[config.mk]
export PLATFORM = sky130hd
export DESIGN_NAME = spi_cmd_sequencer_flat
export DESIGN_NICKNAME = d
export VERILOG_FILES = /design/src/rtl/spi_cmd_sequencer_pkg.sv /design/src/rtl/spi_cmd_sequencer_if.sv /design/src/rtl/spi_cmd_sequencer_word_packer.sv /design/src/rtl/spi_cmd_sequencer.sv /design/src/flat_wrapper.sv
export SDC_FILE = /design/constraint.sdc
export NUM_CORES = 1
export LEC_CHECK = 0
export ABC_AREA = 1
export BUFFER_PORTS_ARGS = -buffer_cell sky130_fd_sc_hd__buf_2
export CAP_MARGIN = 10
export CORE_UTILIZATION = 63
export DETAILED_ROUTE_END_ITERATION = 16
export MAX_ROUTING_LAYER = met4
export PLACE_DENSITY = 0.9
export SLEW_MARGIN = 20
export SYNTH_ARGS = -nofsm -noshare
export SYNTH_HDL_FRONTEND = slang
export SYNTH_HIERARCHICAL = 1
export SYNTH_SLANG_ARGS = --single-unit
[constraint.sdc]
create_clock -name iSysClk -period 7.3 [get_ports iSysClk]
set_input_delay 1.095 -clock iSysClk [delete_from_list [all_inputs] [get_ports iSysClk]]
set_output_delay 1.095 -clock iSysClk [all_outputs]
set_load 0.01 [all_outputs]
[src/rtl/spi_cmd_sequencer_pkg.sv]
// Shared types and constants for the SPI command sequencer.
package spi_cmd_pkg;

    typedef enum logic [2:0] {
        ST_IDLE,
        ST_HDR,
        ST_CWR,
        ST_CRD,
        ST_PWR,
        ST_DISCARD
    } state_t;

    localparam logic [7:0]  CMD_NON      = 8'd0;
    localparam logic [7:0]  CMD_CSR_WR   = 8'd1;
    localparam logic [7:0]  CMD_CSR_RD   = 8'd2;
    localparam logic [7:0]  CMD_PSRAM_WR = 8'd3;

    localparam int          HDR_BYTES    = 8;
    localparam logic [15:0] CSR_LEN      = 16'd4;

    localparam logic [7:0]  PAD_BYTE     = 8'h00;
    localparam logic [7:0]  ERR_BYTE     = 8'hFF;

    // CSR commands take ownership of the Usi bus for the whole frame
    function automatic logic isCsrCmd(input logic [7:0] cmd);
        return (cmd == CMD_CSR_WR) || (cmd == CMD_CSR_RD);
    endfunction

endpackage

[src/rtl/spi_cmd_sequencer_if.sv]
// Byte-stream and bus signals between the SPI shifter, the sequencer and the Usi/Ufi buses.
interface spi_cmd_sequencer_if #(
    parameter int pUsiAdrsBit = 16
);
    logic                   iSpiCsAct;
    logic [7:0]             iRxByte;
    logic                   iRxVd;
    logic                   iTxReq;
    logic [7:0]             oTxByte;
    logic [31:0]            oMUsiWd;
    logic [pUsiAdrsBit-1:0] oMUsiAdrs;
    logic                   oMUsiWEd;
    logic                   oMUsiRCke;
    logic [31:0]            iMUsiRd;
    logic                   iMUsiREd;
    logic [31:0]            oMUfiWd;
    logic [31:0]            oMUfiAdrs;
    logic                   oMUfiWEd;
    logic                   oMUfiWVd;
    logic                   oMUsiMonopoly;
    logic                   oErr;

    modport slave (
        input  iSpiCsAct, iRxByte, iRxVd, iTxReq, iMUsiRd, iMUsiREd,
        output oTxByte, oMUsiWd, oMUsiAdrs, oMUsiWEd, oMUsiRCke,
               oMUfiWd, oMUfiAdrs, oMUfiWEd, oMUfiWVd, oMUsiMonopoly, oErr
    );

    modport master (
        output iSpiCsAct, iRxByte, iRxVd, iTxReq, iMUsiRd, iMUsiREd,
        input  oTxByte, oMUsiWd, oMUsiAdrs, oMUsiWEd, oMUsiRCke,
               oMUfiWd, oMUfiAdrs, oMUfiWEd, oMUfiWVd, oMUsiMonopoly, oErr
    );

endinterface

[src/rtl/spi_cmd_sequencer_word_packer.sv]
// Packs MSB-first bytes into 32-bit words; a flagged last byte flushes a
// partial word with zero padding in the low bytes.
module spi_word_packer
    import spi_cmd_pkg::*;
(
    input  logic        i_clk,
    input  logic        i_rst_n,
    input  logic        i_clear,
    input  logic        i_byteVd,
    input  logic [7:0]  i_byte,
    input  logic        i_last,
    output logic [31:0] o_word,
    output logic        o_wordDone
);

    logic [23:0] r_acc;
    logic [1:0]  r_cnt;
    logic [31:0] w_word;

    // Word as it would look if the current byte completes it, padded when partial
    always_comb begin
        w_word = {r_acc, i_byte};
        case (r_cnt)
            2'd0:    w_word = {i_byte, {3{PAD_BYTE}}};
            2'd1:    w_word = {r_acc[7:0], i_byte, {2{PAD_BYTE}}};
            2'd2:    w_word = {r_acc[15:0], i_byte, PAD_BYTE};
            default: w_word = {r_acc, i_byte};
        endcase
    end

    assign o_word     = w_word;
    assign o_wordDone = i_byteVd && ((r_cnt == 2'd3) || i_last);

    // Accumulate bytes, restart after each emitted word or on clear
    always_ff @(posedge i_clk or negedge i_rst_n) begin
        if (!i_rst_n) begin
            r_acc <= '0;
            r_cnt <= '0;
        end else if (i_clear) begin
            r_acc <= '0;
            r_cnt <= '0;
        end else if (i_byteVd) begin
            if (o_wordDone) begin
                r_acc <= '0;
                r_cnt <= '0;
            end else begin
                r_acc <= {r_acc[15:0], i_byte};
                r_cnt <= r_cnt + 2'd1;
            end
        end
    end

endmodule

[src/rtl/spi_cmd_sequencer.sv]
// SPI command sequencer: parses the 8-byte header, then runs a CSR write,
// a CSR read served over MISO, or a PSRAM word stream.
module spi_cmd_sequencer
    import spi_cmd_pkg::*;
#(
    parameter int pUsiAdrsBit = 16,
    parameter int pMaxLen     = 2048,
    parameter int pRdTimeout  = 255
)(
    input  logic iSysClk,
    input  logic iSysRst,
    spi_cmd_sequencer_if.slave bus
);

    localparam int               TMR_W    = $clog2(pRdTimeout + 1);
    localparam logic [TMR_W-1:0] TMR_LAST = TMR_W'(pRdTimeout - 1);
    localparam logic [16:0]      MAX_LEN  = 17'(pMaxLen);

    state_t           r_state;
    logic             r_csPrev;
    logic [2:0]       r_hdrCnt;
    logic [31:0]      r_adrs;
    logic [7:0]       r_cmd;
    logic [15:0]      r_len;
    logic             r_hdrOk;
    logic             r_monopoly;
    logic             r_err;
    logic [7:0]       r_txByte;
    logic [31:0]      r_usiWd;
    logic             r_usiWEd;
    logic             r_usiRCke;
    logic             r_rdPend;
    logic             r_rdHave;
    logic             r_rdTo;
    logic [31:0]      r_rdData;
    logic [TMR_W-1:0] r_rdTimer;
    logic [1:0]       r_txCnt;
    logic [31:0]      r_ufiWd;
    logic [31:0]      r_ufiAdrs;
    logic             r_ufiWEd;
    logic             r_ufiWVd;
    logic [31:0]      r_pAdrs;
    logic [15:0]      r_remain;

    logic [15:0]      w_len;
    logic             w_hdrOk;
    logic [7:0]       w_rdByte;
    logic             w_pkVd;
    logic             w_pkLast;
    logic             w_pkClear;
    logic [31:0]      w_pkWord;
    logic             w_pkDone;

    assign w_len     = {r_len[7:0], bus.iRxByte};
    assign w_pkVd    = bus.iRxVd && bus.iSpiCsAct && ((r_state == ST_CWR) || (r_state == ST_PWR));
    assign w_pkLast  = (r_state == ST_PWR) && (r_remain == 16'd1);
    assign w_pkClear = (r_state == ST_HDR);

    // Header validation against the length byte arriving this cycle
    always_comb begin
        w_hdrOk = 1'b0;
        case (r_cmd)
            CMD_NON:                w_hdrOk = 1'b0;
            CMD_CSR_WR, CMD_CSR_RD: w_hdrOk = (w_len == CSR_LEN);
            CMD_PSRAM_WR:           w_hdrOk = ({1'b0, w_len} <= MAX_LEN);
            default:                w_hdrOk = 1'b0;
        endcase
    end

    // Read data byte selected by the MISO byte index, MSB first
    always_comb begin
        w_rdByte = r_rdData[31:24];
        case (r_txCnt)
            2'd0:    w_rdByte = r_rdData[31:24];
            2'd1:    w_rdByte = r_rdData[23:16];
            2'd2:    w_rdByte = r_rdData[15:8];
            default: w_rdByte = r_rdData[7:0];
        endcase
    end

    spi_word_packer u_packer (
        .i_clk      (iSysClk),
        .i_rst_n    (iSysRst),
        .i_clear    (w_pkClear),
        .i_byteVd   (w_pkVd),
        .i_byte     (bus.iRxByte),
        .i_last     (w_pkLast),
        .o_word     (w_pkWord),
        .o_wordDone (w_pkDone)
    );

    // Sequencer FSM with all bus outputs registered; CS loss aborts from any state
    always_ff @(posedge iSysClk or negedge iSysRst) begin
        if (!iSysRst) begin
            r_state    <= ST_IDLE;
            r_csPrev   <= 1'b0;
            r_hdrCnt   <= '0;
            r_adrs     <= '0;
            r_cmd      <= '0;
            r_len      <= '0;
            r_hdrOk    <= 1'b0;
            r_monopoly <= 1'b0;
            r_err      <= 1'b0;
            r_txByte   <= PAD_BYTE;
            r_usiWd    <= '0;
            r_usiWEd   <= 1'b0;
            r_usiRCke  <= 1'b0;
            r_rdPend   <= 1'b0;
            r_rdHave   <= 1'b0;
            r_rdTo     <= 1'b0;
            r_rdData   <= '0;
            r_rdTimer  <= '0;
            r_txCnt    <= '0;
            r_ufiWd    <= '0;
            r_ufiAdrs  <= '0;
            r_ufiWEd   <= 1'b0;
            r_ufiWVd   <= 1'b0;
            r_pAdrs    <= '0;
            r_remain   <= '0;
        end else begin
            r_csPrev  <= bus.iSpiCsAct;
            r_usiWEd  <= 1'b0;
            r_usiRCke <= 1'b0;
            r_ufiWEd  <= 1'b0;
            if (bus.iTxReq) r_txByte <= PAD_BYTE;

            if (r_rdPend) begin
                if (bus.iMUsiREd) begin
                    r_rdData <= bus.iMUsiRd;
                    r_rdHave <= 1'b1;
                    r_rdPend <= 1'b0;
                end else if (r_rdTimer == TMR_LAST) begin
                    r_rdTo   <= 1'b1;
                    r_rdPend <= 1'b0;
                    r_err    <= 1'b1;
                end else begin
                    r_rdTimer <= r_rdTimer + TMR_W'(1);
                end
            end

            if ((r_state != ST_IDLE) && !bus.iSpiCsAct) begin
                r_state    <= ST_IDLE;
                r_monopoly <= 1'b0;
                r_ufiWVd   <= 1'b0;
                r_rdPend   <= 1'b0;
                r_rdHave   <= 1'b0;
                r_rdTo     <= 1'b0;
                r_txByte   <= PAD_BYTE;
            end else begin
                case (r_state)
                    ST_IDLE: begin
                        if (bus.iSpiCsAct && !r_csPrev) begin
                            r_state  <= ST_HDR;
                            r_hdrCnt <= '0;
                            r_txCnt  <= '0;
                            r_rdPend <= 1'b0;
                            r_rdHave <= 1'b0;
                            r_rdTo   <= 1'b0;
                        end
                    end
                    ST_HDR: begin
                        if (bus.iRxVd) begin
                            r_hdrCnt <= r_hdrCnt + 3'd1;
                            case (r_hdrCnt)
                                3'd0, 3'd1, 3'd2, 3'd3: r_adrs <= {r_adrs[23:0], bus.iRxByte};
                                3'd4: begin
                                    r_cmd <= bus.iRxByte;
                                    if (isCsrCmd(bus.iRxByte)) r_monopoly <= 1'b1;
                                end
                                3'd5: r_len <= w_len;
                                3'd6: begin
                                    r_len   <= w_len;
                                    r_hdrOk <= w_hdrOk;
                                    r_err   <= !w_hdrOk;
                                    if (w_hdrOk && (r_cmd == CMD_CSR_RD)) begin
                                        r_usiRCke <= 1'b1;
                                        r_rdPend  <= 1'b1;
                                        r_rdTimer <= '0;
                                    end
                                end
                                3'(HDR_BYTES - 1): begin
                                    if (!r_hdrOk) begin
                                        r_state <= ST_DISCARD;
                                    end else if (r_cmd == CMD_CSR_WR) begin
                                        r_state <= ST_CWR;
                                    end else if (r_cmd == CMD_CSR_RD) begin
                                        r_state <= ST_CRD;
                                    end else if (r_len == 16'd0) begin
                                        r_state <= ST_DISCARD;
                                    end else begin
                                        r_state  <= ST_PWR;
                                        r_pAdrs  <= r_adrs;
                                        r_remain <= r_len;
                                        r_ufiWVd <= 1'b1;
                                    end
                                end
                                default: ;
                            endcase
                        end
                    end
                    ST_CWR: begin
                        if (w_pkDone) begin
                            r_usiWd  <= w_pkWord;
                            r_usiWEd <= 1'b1;
                            r_state  <= ST_DISCARD;
                        end
                    end
                    ST_CRD: begin
                        if (bus.iTxReq) begin
                            if (r_rdHave) begin
                                r_txByte <= w_rdByte;
                            end else if (r_rdTo) begin
                                r_txByte <= ERR_BYTE;
                            end else begin
                                r_txByte <= PAD_BYTE;
                                r_err    <= 1'b1;
                            end
                            r_txCnt <= r_txCnt + 2'd1;
                            if (r_txCnt == 2'd3) r_state <= ST_DISCARD;
                        end
                    end
                    ST_PWR: begin
                        if (w_pkVd) begin
                            r_remain <= r_remain - 16'd1;
                            if (w_pkDone) begin
                                r_ufiWd   <= w_pkWord;
                                r_ufiAdrs <= r_pAdrs;
                                r_pAdrs   <= r_pAdrs + 32'd4;
                                r_ufiWEd  <= 1'b1;
                            end
                            if (r_remain == 16'd1) r_state <= ST_DISCARD;
                        end
                    end
                    ST_DISCARD: r_ufiWVd <= 1'b0;
                    default:    r_state  <= ST_IDLE;
                endcase
            end
        end
    end

    assign bus.oTxByte       = r_txByte;
    assign bus.oMUsiWd       = r_usiWd;
    assign bus.oMUsiAdrs     = r_adrs[pUsiAdrsBit-1:0];
    assign bus.oMUsiWEd      = r_usiWEd;
    assign bus.oMUsiRCke     = r_usiRCke;
    assign bus.oMUfiWd       = r_ufiWd;
    assign bus.oMUfiAdrs     = r_ufiAdrs;
    assign bus.oMUfiWEd      = r_ufiWEd;
    assign bus.oMUfiWVd      = r_ufiWVd;
    assign bus.oMUsiMonopoly = r_monopoly;
    assign bus.oErr          = r_err;

endmodule

[src/flat_wrapper.sv]
// flat-port wrapper written by rule: the top's interface ports become plain ports
module spi_cmd_sequencer_flat import spi_cmd_pkg::*;
#(
    parameter int pUsiAdrsBit = 16,
    parameter int pMaxLen     = 2048,
    parameter int pRdTimeout  = 255
)
  (iSysClk, iSysRst, bus_iSpiCsAct, bus_iRxByte, bus_iRxVd, bus_iTxReq, bus_iMUsiRd, bus_iMUsiREd, bus_oTxByte, bus_oMUsiWd, bus_oMUsiAdrs, bus_oMUsiWEd, bus_oMUsiRCke, bus_oMUfiWd, bus_oMUfiAdrs, bus_oMUfiWEd, bus_oMUfiWVd, bus_oMUsiMonopoly, bus_oErr);
  spi_cmd_sequencer_if #(.pUsiAdrsBit(pUsiAdrsBit)) bus_i ();
  input  logic iSysClk;
  input  logic iSysRst;
  input wire logic [$bits(bus_i.iSpiCsAct)-1:0] bus_iSpiCsAct;
  input wire logic [$bits(bus_i.iRxByte)-1:0] bus_iRxByte;
  input wire logic [$bits(bus_i.iRxVd)-1:0] bus_iRxVd;
  input wire logic [$bits(bus_i.iTxReq)-1:0] bus_iTxReq;
  input wire logic [$bits(bus_i.iMUsiRd)-1:0] bus_iMUsiRd;
  input wire logic [$bits(bus_i.iMUsiREd)-1:0] bus_iMUsiREd;
  output wire logic [$bits(bus_i.oTxByte)-1:0] bus_oTxByte;
  output wire logic [$bits(bus_i.oMUsiWd)-1:0] bus_oMUsiWd;
  output wire logic [$bits(bus_i.oMUsiAdrs)-1:0] bus_oMUsiAdrs;
  output wire logic [$bits(bus_i.oMUsiWEd)-1:0] bus_oMUsiWEd;
  output wire logic [$bits(bus_i.oMUsiRCke)-1:0] bus_oMUsiRCke;
  output wire logic [$bits(bus_i.oMUfiWd)-1:0] bus_oMUfiWd;
  output wire logic [$bits(bus_i.oMUfiAdrs)-1:0] bus_oMUfiAdrs;
  output wire logic [$bits(bus_i.oMUfiWEd)-1:0] bus_oMUfiWEd;
  output wire logic [$bits(bus_i.oMUfiWVd)-1:0] bus_oMUfiWVd;
  output wire logic [$bits(bus_i.oMUsiMonopoly)-1:0] bus_oMUsiMonopoly;
  output wire logic [$bits(bus_i.oErr)-1:0] bus_oErr;
  assign bus_i.iSpiCsAct = bus_iSpiCsAct;
  assign bus_i.iRxByte = bus_iRxByte;
  assign bus_i.iRxVd = bus_iRxVd;
  assign bus_i.iTxReq = bus_iTxReq;
  assign bus_i.iMUsiRd = bus_iMUsiRd;
  assign bus_i.iMUsiREd = bus_iMUsiREd;
  assign bus_oTxByte = bus_i.oTxByte;
  assign bus_oMUsiWd = bus_i.oMUsiWd;
  assign bus_oMUsiAdrs = bus_i.oMUsiAdrs;
  assign bus_oMUsiWEd = bus_i.oMUsiWEd;
  assign bus_oMUsiRCke = bus_i.oMUsiRCke;
  assign bus_oMUfiWd = bus_i.oMUfiWd;
  assign bus_oMUfiAdrs = bus_i.oMUfiAdrs;
  assign bus_oMUfiWEd = bus_i.oMUfiWEd;
  assign bus_oMUfiWVd = bus_i.oMUfiWVd;
  assign bus_oMUsiMonopoly = bus_i.oMUsiMonopoly;
  assign bus_oErr = bus_i.oErr;
  spi_cmd_sequencer #(.pUsiAdrsBit(pUsiAdrsBit), .pMaxLen(pMaxLen), .pRdTimeout(pRdTimeout)) u_core (.iSysClk(iSysClk), .iSysRst(iSysRst), .bus(bus_i));
endmodule
After elaboration in Yosys (flattened, before gate mapping). Cells that the tools add are included.

Register bits after elaboration: 293. Input bits: 46. Bits in read-only memories: 0. Memories kept: 0. Logic and storage cells: 243. Bits in writable memories: 0. Latch bits: 0.

Bitwise operators: 1. $add $sub $neg: 6. Eq/ne operators: 49. $lt $le $gt $ge: 1. Reductions and logical operators: 45. Multiply operators: 0. Div/mod/pow operators: 0. Muxes and demuxes: 114. Shift operators: 0.

Operators with widths (number): 2-to-1 mux 32 bit (8); 2-to-1 mux 16 bit (7); 2-to-1 mux 8 bit (14); one-hot mux 32 bit (3 select lines) (1); 2-to-1 mux 24 bit (3); one-hot mux 32 bit (2 select lines) (1); 2-to-1 mux 1 bit (52); 2-to-1 mux 3 bit (14); adder 32 x 3 -> 32 bit (second input constant) (1); one-hot mux 16 bit (2 select lines) (1); AND reduction 4 bit (8); equality test 8 x 2 -> 1 bit (second input constant) (3); one-hot mux 8 bit (3 select lines) (1); equality test 3 bit (second input constant) (6); one-hot mux 3 bit (6 select lines) (1); AND reduction 9 bit (2); equality test 16 x 1 -> 1 bit (second input constant) (1); equality test 16 x 3 -> 1 bit (second input constant) (1); equality test 8 x 1 -> 1 bit (second input constant) (2); less-or-equal comparator 16 x 12 -> 1 bit (second input constant) (1); logical NOT 16 bit (1); nonzero test 2 bit (8); subtractor 16 x 1 -> 16 bit (second input constant) (1); != test 3 x 2 -> 1 bit (second input constant) (5); other kinds (29) (73).

Logic depth before layout (Yosys ltp). Gate-level depths: netlist of the first run.

Word-level depth: 9. Depth in mapped cells: 19.

Cells and area by module. The synthesis of the first run kept the hierarchy.

Modules (own cells, without submodules): spi_cmd_sequencer (area each 12983.7 um^2, instances 1, seq. area each 6681.4 um^2, cells each 1627); spi_word_packer (area each 1745.4 um^2, instances 1, seq. area each 650.6 um^2, cells each 272).

Worst setup path after synthesis of the first run. Ideal clock, no wire load.

Path kind: in2reg. From: input port bus_iSpiCsAct. To: register u_core.r_usiWd[3], in the netlist u_core/bus.oMUsiWd[3]. Library setup time: 133 ps. Arrival: 2416 ps. Data required time: 7167 ps. Buffers on the path: 1. Setup slack: 4750 ps. Stages: 10. Path through: nand2_1 a21oi_1 inv_2 nor2_1 inv_1 nor3_4 inv_1 clkbuf_1 nand2_1 o21ai_0.

Longest elaborated chain between the ends: 4. Elaborated cells between the ends (all ways): 7.

RTL lines: start, declared (RTL line flat_wrapper.sv:12) `input wire logic [$bits(bus_i.iSpiCsAct)-1:0] bus_iSpiCsAct;`; logical AND 1 bit (2 in a row) (RTL line spi_cmd_sequencer.sv:55) `assign w_pkVd = bus.iRxVd && bus.iSpiCsAct && ((r_state == ST_CWR) || (r_state == ST_PWR));`; named net u_core.w_pkVd (RTL line spi_cmd_sequencer.sv:48) `logic w_pkVd;`; logical AND 1 bit (RTL line spi_cmd_sequencer_word_packer.sv:32) `assign o_wordDone = i_byteVd && ((r_cnt == 2'd3) || i_last);`; named net u_core.w_pkDone (RTL line spi_cmd_sequencer.sv:52) `logic w_pkDone;`; AND reduction 3 bit (no source line); end signal, assigned (RTL line spi_cmd_sequencer.sv:203) `r_usiWd <= w_pkWord;`; end, declared (RTL line spi_cmd_sequencer.sv:29) `logic [31:0] r_usiWd;`.

The timed path passes the listed nets, and every way through them passes these cells. A chain may end at the register's enable or synchronous reset.

Final worst setup path of the first run.
From: register u_core.r_state[0]. To: register u_core.r_ufiAdrs[27], in the netlist u_core/bus.oMUfiAdrs[27].

Longest elaborated chain between the ends: 5. Elaborated cells between the ends (all ways): 11.

RTL lines: start, declared (RTL line spi_cmd_sequencer.sv:19) `state_t r_state;`; start signal, assigned (RTL line spi_cmd_sequencer.sv:95) `r_state <= ST_IDLE;`; start signal, assigned (RTL line spi_cmd_sequencer.sv:142) `r_state <= ST_IDLE;`; start signal, assigned (RTL line spi_cmd_sequencer.sv:153) `r_state <= ST_HDR;`; equality test 3 x 2 -> 1 bit or equality test 3 bit (tied branches) (RTL line spi_cmd_sequencer.sv:55, spi_cmd_sequencer.sv:56, spi_cmd_sequencer.sv:150); logical OR 1 bit or logical AND 1 bit (tied branches) (RTL line spi_cmd_sequencer.sv:55, spi_cmd_sequencer.sv:56); logical AND 1 bit or logical OR 1 bit (tied branches) (RTL line spi_cmd_sequencer.sv:55, spi_cmd_sequencer_word_packer.sv:32); logical AND 1 bit (RTL line spi_cmd_sequencer_word_packer.sv:32); AND reduction 4 bit (no source line) *; end signal, assigned (RTL line spi_cmd_sequencer.sv:227) `r_ufiAdrs <= r_pAdrs;`; end, declared (RTL line spi_cmd_sequencer.sv:39) `logic [31:0] r_ufiAdrs;`.

Mark *: on every way between the ends. The rest lies on a longest branch, timed or not.

==> results.toml, run 1 <==
[placement]
place_ws_ns = 3.30
dp.final_hpwl_um = 25700
gp_congestion = 0.916
placed_cells = 2302
port_buffers = 171

[power_and_ir_drop]
ir_drop_mv = 0.275
power.leakage_nw = 8.80
finalPower_mw = 5.41
power_density_nw_per_um2 = 327

[clock_network]
cts_sinks = 293
post_cts_buffers = 0
htreeDepth = 1
cts-resized-gates = 0
numCtsBuffers = 30
cts_tree = "built"
clk_pin_slew_ns = 0.06
cts_hold_buf = 0
worstSkewPairLatency_ns = 0.55
cts_max_path_buffers = 3
cts_root_buf = "clkbuf_16"

[synth]
synth_area_um2 = 14700
syn_area_per_cell_um2 = 7.76
synth.ff_latch_count = 293
synthTopCellsByArea = "dfrtp_1 50%, nand2_1 18%, o21ai_0 5.6%, nand3_1 4.7%, inv_1 4.3%"
yosys.cell_types.count = 39
synth.net_count = 1965
synthCells = 1899
synth.yosys.seq_area_share_pct = 49.8
ys.flop_type = "dfrtp_1"
yosysMostFrequentCell = "nand2_1"
synth_edf_count = 0
synth_warnings = 6
ys_async_sr_fraction_pct = 100
netlist_top_cells_count = "707 x nand2_1, 293 x dfrtp_1, 167 x inv_1, 165 x o21ai_0, 148 x nor2_1"
synth_top_area_share_pct = 49.8
synth.largest_area_cell = "dfrtp_1"

[global_route]
grt_pass1_vias = 12809
overflow = 0
grt_max_degree = 176
grt_pass1_wl_um = 62500
antenna_found_initial = 0
grt_util_all_layers_pct = 33.4

[floorplan]
start_util_pct = 64.7
ios = 172
die_h_um = 155
chipWidth_um = 155
dieArea_um2 = 24000
core_region_area_um2 = 22800
fp-row-count = 55

[cells_and_area]
final_cells = 2357
antenna_cells = 0
nets = 2087
fillers = 1698
drive_gt1_share_pct = 14.5
area_growth_pct = 12.4

[sta]
slew_headroom_pct = 28.0
max_freq_mhz = 252
rsz0062_at_grt = "false"
fin_ws_ns = 3.33
hold_viol = 0
finalSetupTns_ns = 0
slew_viol_final = 0
worst_slew_pin_slew_ns = 1.08
setup_viol = 0
period_share_pct = 54.3
fin_crit_ns = 3.97
fin_skew_ns = 0.00964

[routing]
num_vias = 13227
finalWirelength_um = 38200
drt_first_pass_iters = 6
routedWlPerCell_um = 16.2
drt-initial-drc-count = 1185
final_antenna_net_count = 0
via_per_inst = 5.61
drc_errors = 0

[critical_path]
worstSetupEndpointType = "flop"
cp.required_ns = 7.78
arrival_ns = 4.45
cp_max_fo = 109
start_kind = "flop"
critPathKind = "reg -> reg"

[hold_path]
hold_path.class = "reg -> reg"

[outcome]
status = "finished, final reports clean"

[job]
maxCapViolCount = 0
layer usage:
metal  global-route usage (%)  routed length (um)
met5                        -                   0
met4                     15.4                1740
met3                     4.32                2820
met2                     54.2               18600
met1                     42.0               15100
stage by stage:
stage | instance area (um^2) | util, % | hold slack [ns]
5_1_grt | 16600 | 72.7 | 0.489
6_report | 16600 | 72.7 | 0.470
3_5_place_dp | 15600 | 68.3 | 0.454
2_1_floorplan | 14700 | - | 0.442
4_1_cts | 16500 | 72.6 | 0.469
3_3_place_gp | 15600 | 68.3 | 0.452
worst paths after layout:
path	cells after the start	to	startpoint	slack [ns]
worst max-delay path	8	u_core/bus.oMUfiAdrs[27]	u_core/r_state[0]	3.33
worst min-delay path	2	u_core/bus.oMUsiWd[2]	u_core/bus.oMUsiWd[2]	0.47
min in group asynchronous	1	u_core/r_adrs[23]	iSysRst	0.58
worst min register to register	2	u_core/bus.oMUsiWd[2]	u_core/bus.oMUsiWd[2]	0.47
worst max register to register	8	u_core/bus.oMUfiAdrs[27]	u_core/r_state[0]	3.33
max in group asynchronous	2	u_core/r_adrs[19]	iSysRst	5.31
cells by family (layout without fill, tap and decap cells):
group	count (synthesis)	after routing	share of synthesized area, %
compound gates	234	234	8.24
xor+xnor	11	11	0.654
fa+ha+maj	20	20	1.70
buf+inv	263	408	7.82
flops	293	293	49.8
mux	32	32	2.45
simple gates	1046	1046	29.4
worst max-delay path: stages (launching register included):
cell and delay [ns]:
dfrtp_1 0.48, nor2_4 0.17, nand2_1 0.06, buf_4 0.27, inv_2 0.84, nand2_4 0.81
inv_1 0.94, nand2_1 0.16, nand2_1 0.10
sequential cells by signal, summed over array words and instances (netlist names), 2 cells and up:
name                   cells
u_core/r_remain           16
u_core/r_hdrCnt            3
u_core/r_cmd               8
u_core/r_rdData           32
u_core/r_len              16
u_core/r_txCnt             2
u_core/bus.oTxByte         8
u_core/bus.oMUfiWd        32
u_core/r_state             3
u_core/bus.oMUfiAdrs      32
u_core/u_packer/r_cnt      2
u_core/u_packer/r_acc     24
u_core/bus.oMUsiWd        32
u_core/r_pAdrs            32
u_core/r_rdTimer           8
u_core/r_adrs             32
report_power, final:
| group | internal, mW | switching (mW) | total, mW |
|---|---|---|---|
| clock | 0.883 | 0.632 | 1.52 |
| sequential | 1.90 | 0.315 | 2.21 |
| combinational | 0.534 | 1.15 | 1.69 |
| total | 3.31 | 2.10 | 5.41 |
cells in the final DEF, fill, tap and decap left out, drive strengths merged:
| cell type | count |
|---|---|
| a21oi | 35 |
| bufinv | 1 |
| xor2 | 9 |
| o21ai | 191 |
| o32ai | 1 |
| nand3b | 12 |
| clkbuf | 46 |
| nor2 | 158 |
| xnor2 | 2 |
| o31ai | 1 |
| mux2 | 32 |
| inv | 174 |
| nand4 | 8 |
| buf | 177 |
| clkinvlp | 4 |
| clkinv | 6 |
| or2 | 10 |
| dfrtp | 293 |
| o22ai | 1 |
| a31oi | 1 |
| a21o | 2 |
| ha | 20 |
| nand2 | 713 |
| o211ai | 2 |
| nand3 | 140 |
| nor3 | 5 |
final cells by class:
class / count / area, um^2 / share of cell area [%]
Multi-Input combinational cell: 1343 / 6270 / 37.8
Tap cell: 313 / 392 / 2.37
Sequential cell: 293 / 7330 / 44.3
Clock inverter: 9 / 80.1 / 0.484
Timing Repair Buffer: 177 / 923 / 5.58
Clock buffer: 46 / 902 / 5.45
Inverter: 176 / 661 / 3.99
Power figures use the tool's default switching activity.
==> run 2, diff against run 1 <==
CORE_UTILIZATION = 53   (was 63)
PLACE_DENSITY = 0.81   (was 0.9)
clock period = 3.4 ns   (was 7.3 ns; I/O delays follow)
==> run 2 against run 1 <==
  * Utilization fell by 10 points
  * Total power is 120% higher
  * Final area rose by 2.0%
  * Largest power group unchanged
==> results.toml, run 2 (synthesis results as in run 1) <==
[sta]
slew_viol_final = 0
rsz0062_at_grt = "false"
fin_crit_ns = 3.04
hold_viol = 0
setup_viol = 0
finalSetupTns_ns = 0
fin_ws_ns = 0.356
fin_skew_ns = 0.0193
worst_slew_pin_slew_ns = 0.974
slew_headroom_pct = 35.1
period_share_pct = 89.5
max_freq_mhz = 329

[clock_network]
cts_sinks = 293
post_cts_buffers = 0
cts_root_buf = "clkbuf_16"
cts_tree = "built"
worstSkewPairLatency_ns = 0.52
cts-resized-gates = 0
clk_pin_slew_ns = 0.06
numCtsBuffers = 34
htreeDepth = 2
cts_max_path_buffers = 3

[critical_path]
cp_top_family = "simple AND/OR/NAND/NOR gates"
timing.rr.end = "u_core/bus.oMUfiWd[28]"
critPathKind = "reg -> reg"
crit_top_cell = "nor2_1"
endpoint = "u_core/bus.oMUfiWd[28]"
worstSetupEndpointType = "flop"
start_kind = "flop"
cp.required_ns = 3.80
slowest_delay_ns = 0.71
ff2ff_setup_slack_ns = 0.36
cp_num_buf_inv = 2
arrival_ns = 3.44
cp_max_fo = 108
slowest_stage = "buf_4"
crit_cells = 13
setup.worst_path.start = "u_core/r_remain[0]"
worstPathCellList = "ha_1 > nand3_1 > nor2_1 > nand2_1 > nor2_1 > nor2_4 > nor2_1 > inv_1 > nor2_1 > nand2_4 > buf_4 > nand2_1 > o21ai_0"
reg2reg_from = "u_core/r_remain[0]"
reg2reg_depth = 13

[placement]
dp.final_hpwl_um = 26200
gp_congestion = 0.962
place_ws_ns = 0.387
dpl_cell_area_um2 = 15700
port_buffers = 171

[floorplan]
ios = 172
start_util_pct = 54.3
chipWidth_um = 169
fp-row-count = 60
dieArea_um2 = 28500
die_h_um = 169
core_region_area_um2 = 27100

[power_and_ir_drop]
power_density_nw_per_um2 = 720
power.leakage_nw = 8.95
ir_drop_mv = 0.423
finalPower_mw = 12.2

[global_route]
grt_util_all_layers_pct = 27.5
overflow = 0
grt_max_degree = 109
grt_pass1_wl_um = 61400
antenna_found_initial = 0
grt_pass1_vias = 12424

[cells_and_area]
final_common_cell = "nand2_1"
fin_area_um2 = 16900
nets = 2099
drive_gt1_share_pct = 15.2
final_cell_mix = "707 x nand2_1, 293 x dfrtp_1, 170 x buf_2"
area_growth_pct = 14.6
antenna_cells = 0

[routing]
final_antenna_net_count = 0
routedWlPerCell_um = 15.3
via_per_inst = 5.30
finalWirelength_um = 37200
drt_first_pass_iters = 6
num_vias = 12878
drt-initial-drc-count = 1010
drc_errors = 0

[outcome]
status = "finished, final reports clean"

[job]
maxCapViolCount = 0

[hold_path]
hold_path.class = "in -> reg"
holdCritStartpoint = "bus_iSpiCsAct"
run 2: what timing repair did:
action,in CTS,in global routing
endpoints found under the hold margin,53,0
hold buffers,1,0
setup endpoints to repair,0,0
run 2: worst min-delay path by stage:
| stage | slack (ns) | depth (start not counted) | endpoint |
|---|---|---|---|
| floorplan | 0.21 | 0 | u_core/bus.oErr |
| global placement | 0.46 | 2 | u_core/bus.oMUsiWd[31] |
| detailed placement | 0.46 | 2 | u_core/bus.oMUsiWd[0] |
| CTS | 0.14 | 1 | u_core/r_csPrev |
| global route | 0.17 | 1 | u_core/r_csPrev |
| finish | 0.16 | 1 | u_core/r_csPrev |
run 2: layout make-up:
| class | instances | area (um^2) |
|---|---|---|
| fill | 2346 | 10200 |
| clock inverter | 17 | 235 |
| clock buffer | 44 | 938 |
| multi-input combinational | 1343 | 6270 |
| timing repair buffer | 185 | 986 |
| inverter | 176 | 661 |
| tap | 372 | 465 |
| sequential | 293 | 7330 |
run 2: power breakdown:
group,switching (mW),internal [mW]
sequential,0.670,4.07
combinational,2.48,1.16
clock,1.43,2.34
run 2: metrics by stage:
step	cells	hold slack (ns)	utilization, %
2_1_floorplan	1899	0.214	-
3_3_place_gp	2368	0.456	57.9
3_5_place_dp	2368	0.459	57.9
4_1_cts	2430	0.137	62.3
5_1_grt	2430	0.168	62.3
6_report	2430	0.161	62.3
run 2: per-layer routing:
metal / GRT usage (%) / part of all wire [%]
met5: - / 0
met1: 33.9 / 41
met3: 3.90 / 6.0
met2: 45.2 / 49
met4: 12.1 / 3.8
==> run 3, diff against run 2 <==
CORE_ASPECT_RATIO = 1.75   (was not set)
CORE_UTILIZATION = 59   (was 53)
PLACE_DENSITY = 0.86   (was 0.81)
clock period = 3.3 ns   (was 3.4 ns; I/O delays follow)
==> run 3 against run 2 <==
  * Final cell count fell by 3.0%
  * Fmax rose by 4.2%
  * Hold slack got worse by 0.037 ns
  * Routed wire length rose by 9.5%
  * Sequential power rose by 4%
  * Combinational power rose by 5%
  * Global-route usage rose by 6.4 points
  * Worst setup slack improved by 0.023 ns
  * Largest power group unchanged
  * Via count rose by 3.0%
  * Critical path type unchanged
  * Highest routed layer unchanged
  * Register-to-register slack improved by 0.02 ns
  * Utilization rose by 5.3 points
==> results.toml, run 3 (synthesis results as in run 1) <==
[global_route]
grt_util_all_layers_pct = 33.9
overflow = 0
grt_pass1_wl_um = 65700
grt_pass1_vias = 13432
grt_max_degree = 78
antenna_found_initial = 0

[cells_and_area]
multiInputGateArea_um2 = 6270
fin_area_um2 = 16600
area_growth_pct = 12.6
nets = 2094
regArea_um2 = 7330
final_common_cell = "nand2_1"
fillers = 1994
antenna_cells = 0
drive_gt1_share_pct = 14.5
final_cell_mix = "707 x nand2_1, 293 x dfrtp_1, 170 x buf_2"

[clock_network]
cts_max_path_buffers = 3
htreeDepth = 1
cts_tree = "built"
worstSkewPairLatency_ns = 0.55
clk_pin_slew_ns = 0.06
post_cts_buffers = 0
cts-resized-gates = 0
cts_hold_buf = 1
cts_root_buf = "clkbuf_16"
numCtsBuffers = 27
cts_sinks = 293

[critical_path]
cp.required_ns = 3.74
worstSetupEndpointType = "flop"
cp_max_fo = 77
slowest_delay_ns = 0.48
critPathKind = "reg -> reg"
arrival_ns = 3.36
slowest_stage = "nor2_4"
crit_top_cell = "nor2_1"
reg2reg_depth = 14
worstPathCellList = "inv_1 > ha_1 > nand3_1 > nor2_1 > nand2_1 > nor2_1 > nor2_4 > nor2_1 > inv_1 > nor2_1 > nand2_4 > buf_12 > nand2_1 > o21ai_0"
timing.rr.end = "u_core/bus.oMUfiWd[3]"
ff2ff_setup_slack_ns = 0.38
reg2reg_from = "u_core/r_remain[1]"
start_kind = "flop"

[routing]
drt_first_pass_iters = 7
via_per_inst = 5.63
finalWirelength_um = 40800
drt-initial-drc-count = 1000
final_antenna_net_count = 0
drc_errors = 0
routedWlPerCell_um = 17.3
num_vias = 13268

[sta]
rsz0062_at_grt = "false"
period_share_pct = 88.5
max_freq_mhz = 342
slew_headroom_pct = 45.9
finalSetupTns_ns = 0
whs_ns = 0.123
setup_viol = 0
hold_viol = 0
fin_crit_ns = 2.92
slew_viol_final = 0
fin_skew_ns = 0.0129
worst_slew_pin_slew_ns = 0.809

[placement]
dpl_cell_area_um2 = 15700
dp.final_hpwl_um = 28800
gp_congestion = 0.970
port_buffers = 171

[hold_path]
holdPathEnd = "u_core/r_csPrev"
holdCritStartpoint = "bus_iSpiCsAct"
hold_path.class = "in -> reg"
hold_path_depth = 1

[power_and_ir_drop]
power_density_nw_per_um2 = 720
power.leakage_nw = 8.84
clkPwrFrac_pct = 27.0
ir_drop_mv = 0.455
finalPower_mw = 11.9
swShare_pct = 39.1
internal-power_mw = 7.28
comb_power_share_pct = 31.9
switching_power_mw = 4.66
seqPwrFrac_pct = 41.1

[floorplan]
die_h_um = 211
fp-row-count = 76
core_region_area_um2 = 24500
dieArea_um2 = 25600
chipWidth_um = 121
start_util_pct = 60.0
ios = 172

[outcome]
status = "finished, final reports clean"

[job]
maxCapViolCount = 0
[run 3: worst max-delay path by stage]
| stage | startpoint | to | cells after the start |
|---|---|---|---|
| final | u_core/r_remain[1] | u_core/bus.oMUfiWd[3] | 14 |
| after global routing | u_core/r_remain[1] | u_core/bus.oMUfiWd[3] | 14 |
| after CTS | u_core/r_remain[1] | u_core/bus.oMUfiWd[3] | 14 |
| after detailed placement | u_core/r_remain[1] | u_core/bus.oMUfiAdrs[3] | 15 |
| after global placement | u_core/r_remain[1] | u_core/bus.oMUfiAdrs[3] | 15 |
| after floorplan | u_core/r_state[0] | u_core/bus.oMUsiWd[3] | 14 |
[run 3: area by class of cell]
cell class | instances | share of cell area (%)
inverter | 176 | 3.98
sequential | 293 | 44.2
clock buffer | 39 | 4.71
clock inverter | 6 | 0.656
tap | 312 | 2.35
timing repair buffer | 187 | 6.31
multi-input combinational | 1343 | 37.8
[run 3: worst max-delay path, delay by kind of cell, from the launching register on]
kind                     cells  cell delay, ns
buffers and inverters        3            0.60
adder cells (fa/ha/maj)      1            0.18
AND/OR/NAND/NOR              9            1.50
AO/OA/AOI/OAI                1            0.14
flip-flops                   1            0.37
[run 3: per-layer routing]
layer	GRT usage [%]	vias up	share of wire (%)
met2	57.3	589	52
met5	-	-	0
met3	4.32	207	5.2
li1	-	6224	-
met1	35.3	6248	35
met4	26.1	0	8.3
[run 3: power groups by stage]
stage / combinational, mW / sequential, mW / clock (mW)
final: 3.81 / 4.91 / 3.22
after CTS: 3.78 / 4.88 / 3.26
after detailed placement: 3.73 / 4.93 / 0
after global routing: 4.29 / 4.97 / 3.40
after floorplan: 2.92 / 4.69 / 0
after global placement: 3.60 / 4.91 / 0
[run 3: through the flow]
step	utilization [%]	std cells	worst slack (ns)
6_report	67.6	2356	0.379
3_5_place_dp	63.9	2310	0.533
2_1_floorplan	-	1899	0.852
5_1_grt	67.6	2356	0.147
4_1_cts	67.6	2356	0.447
3_3_place_gp	63.8	2309	0.583
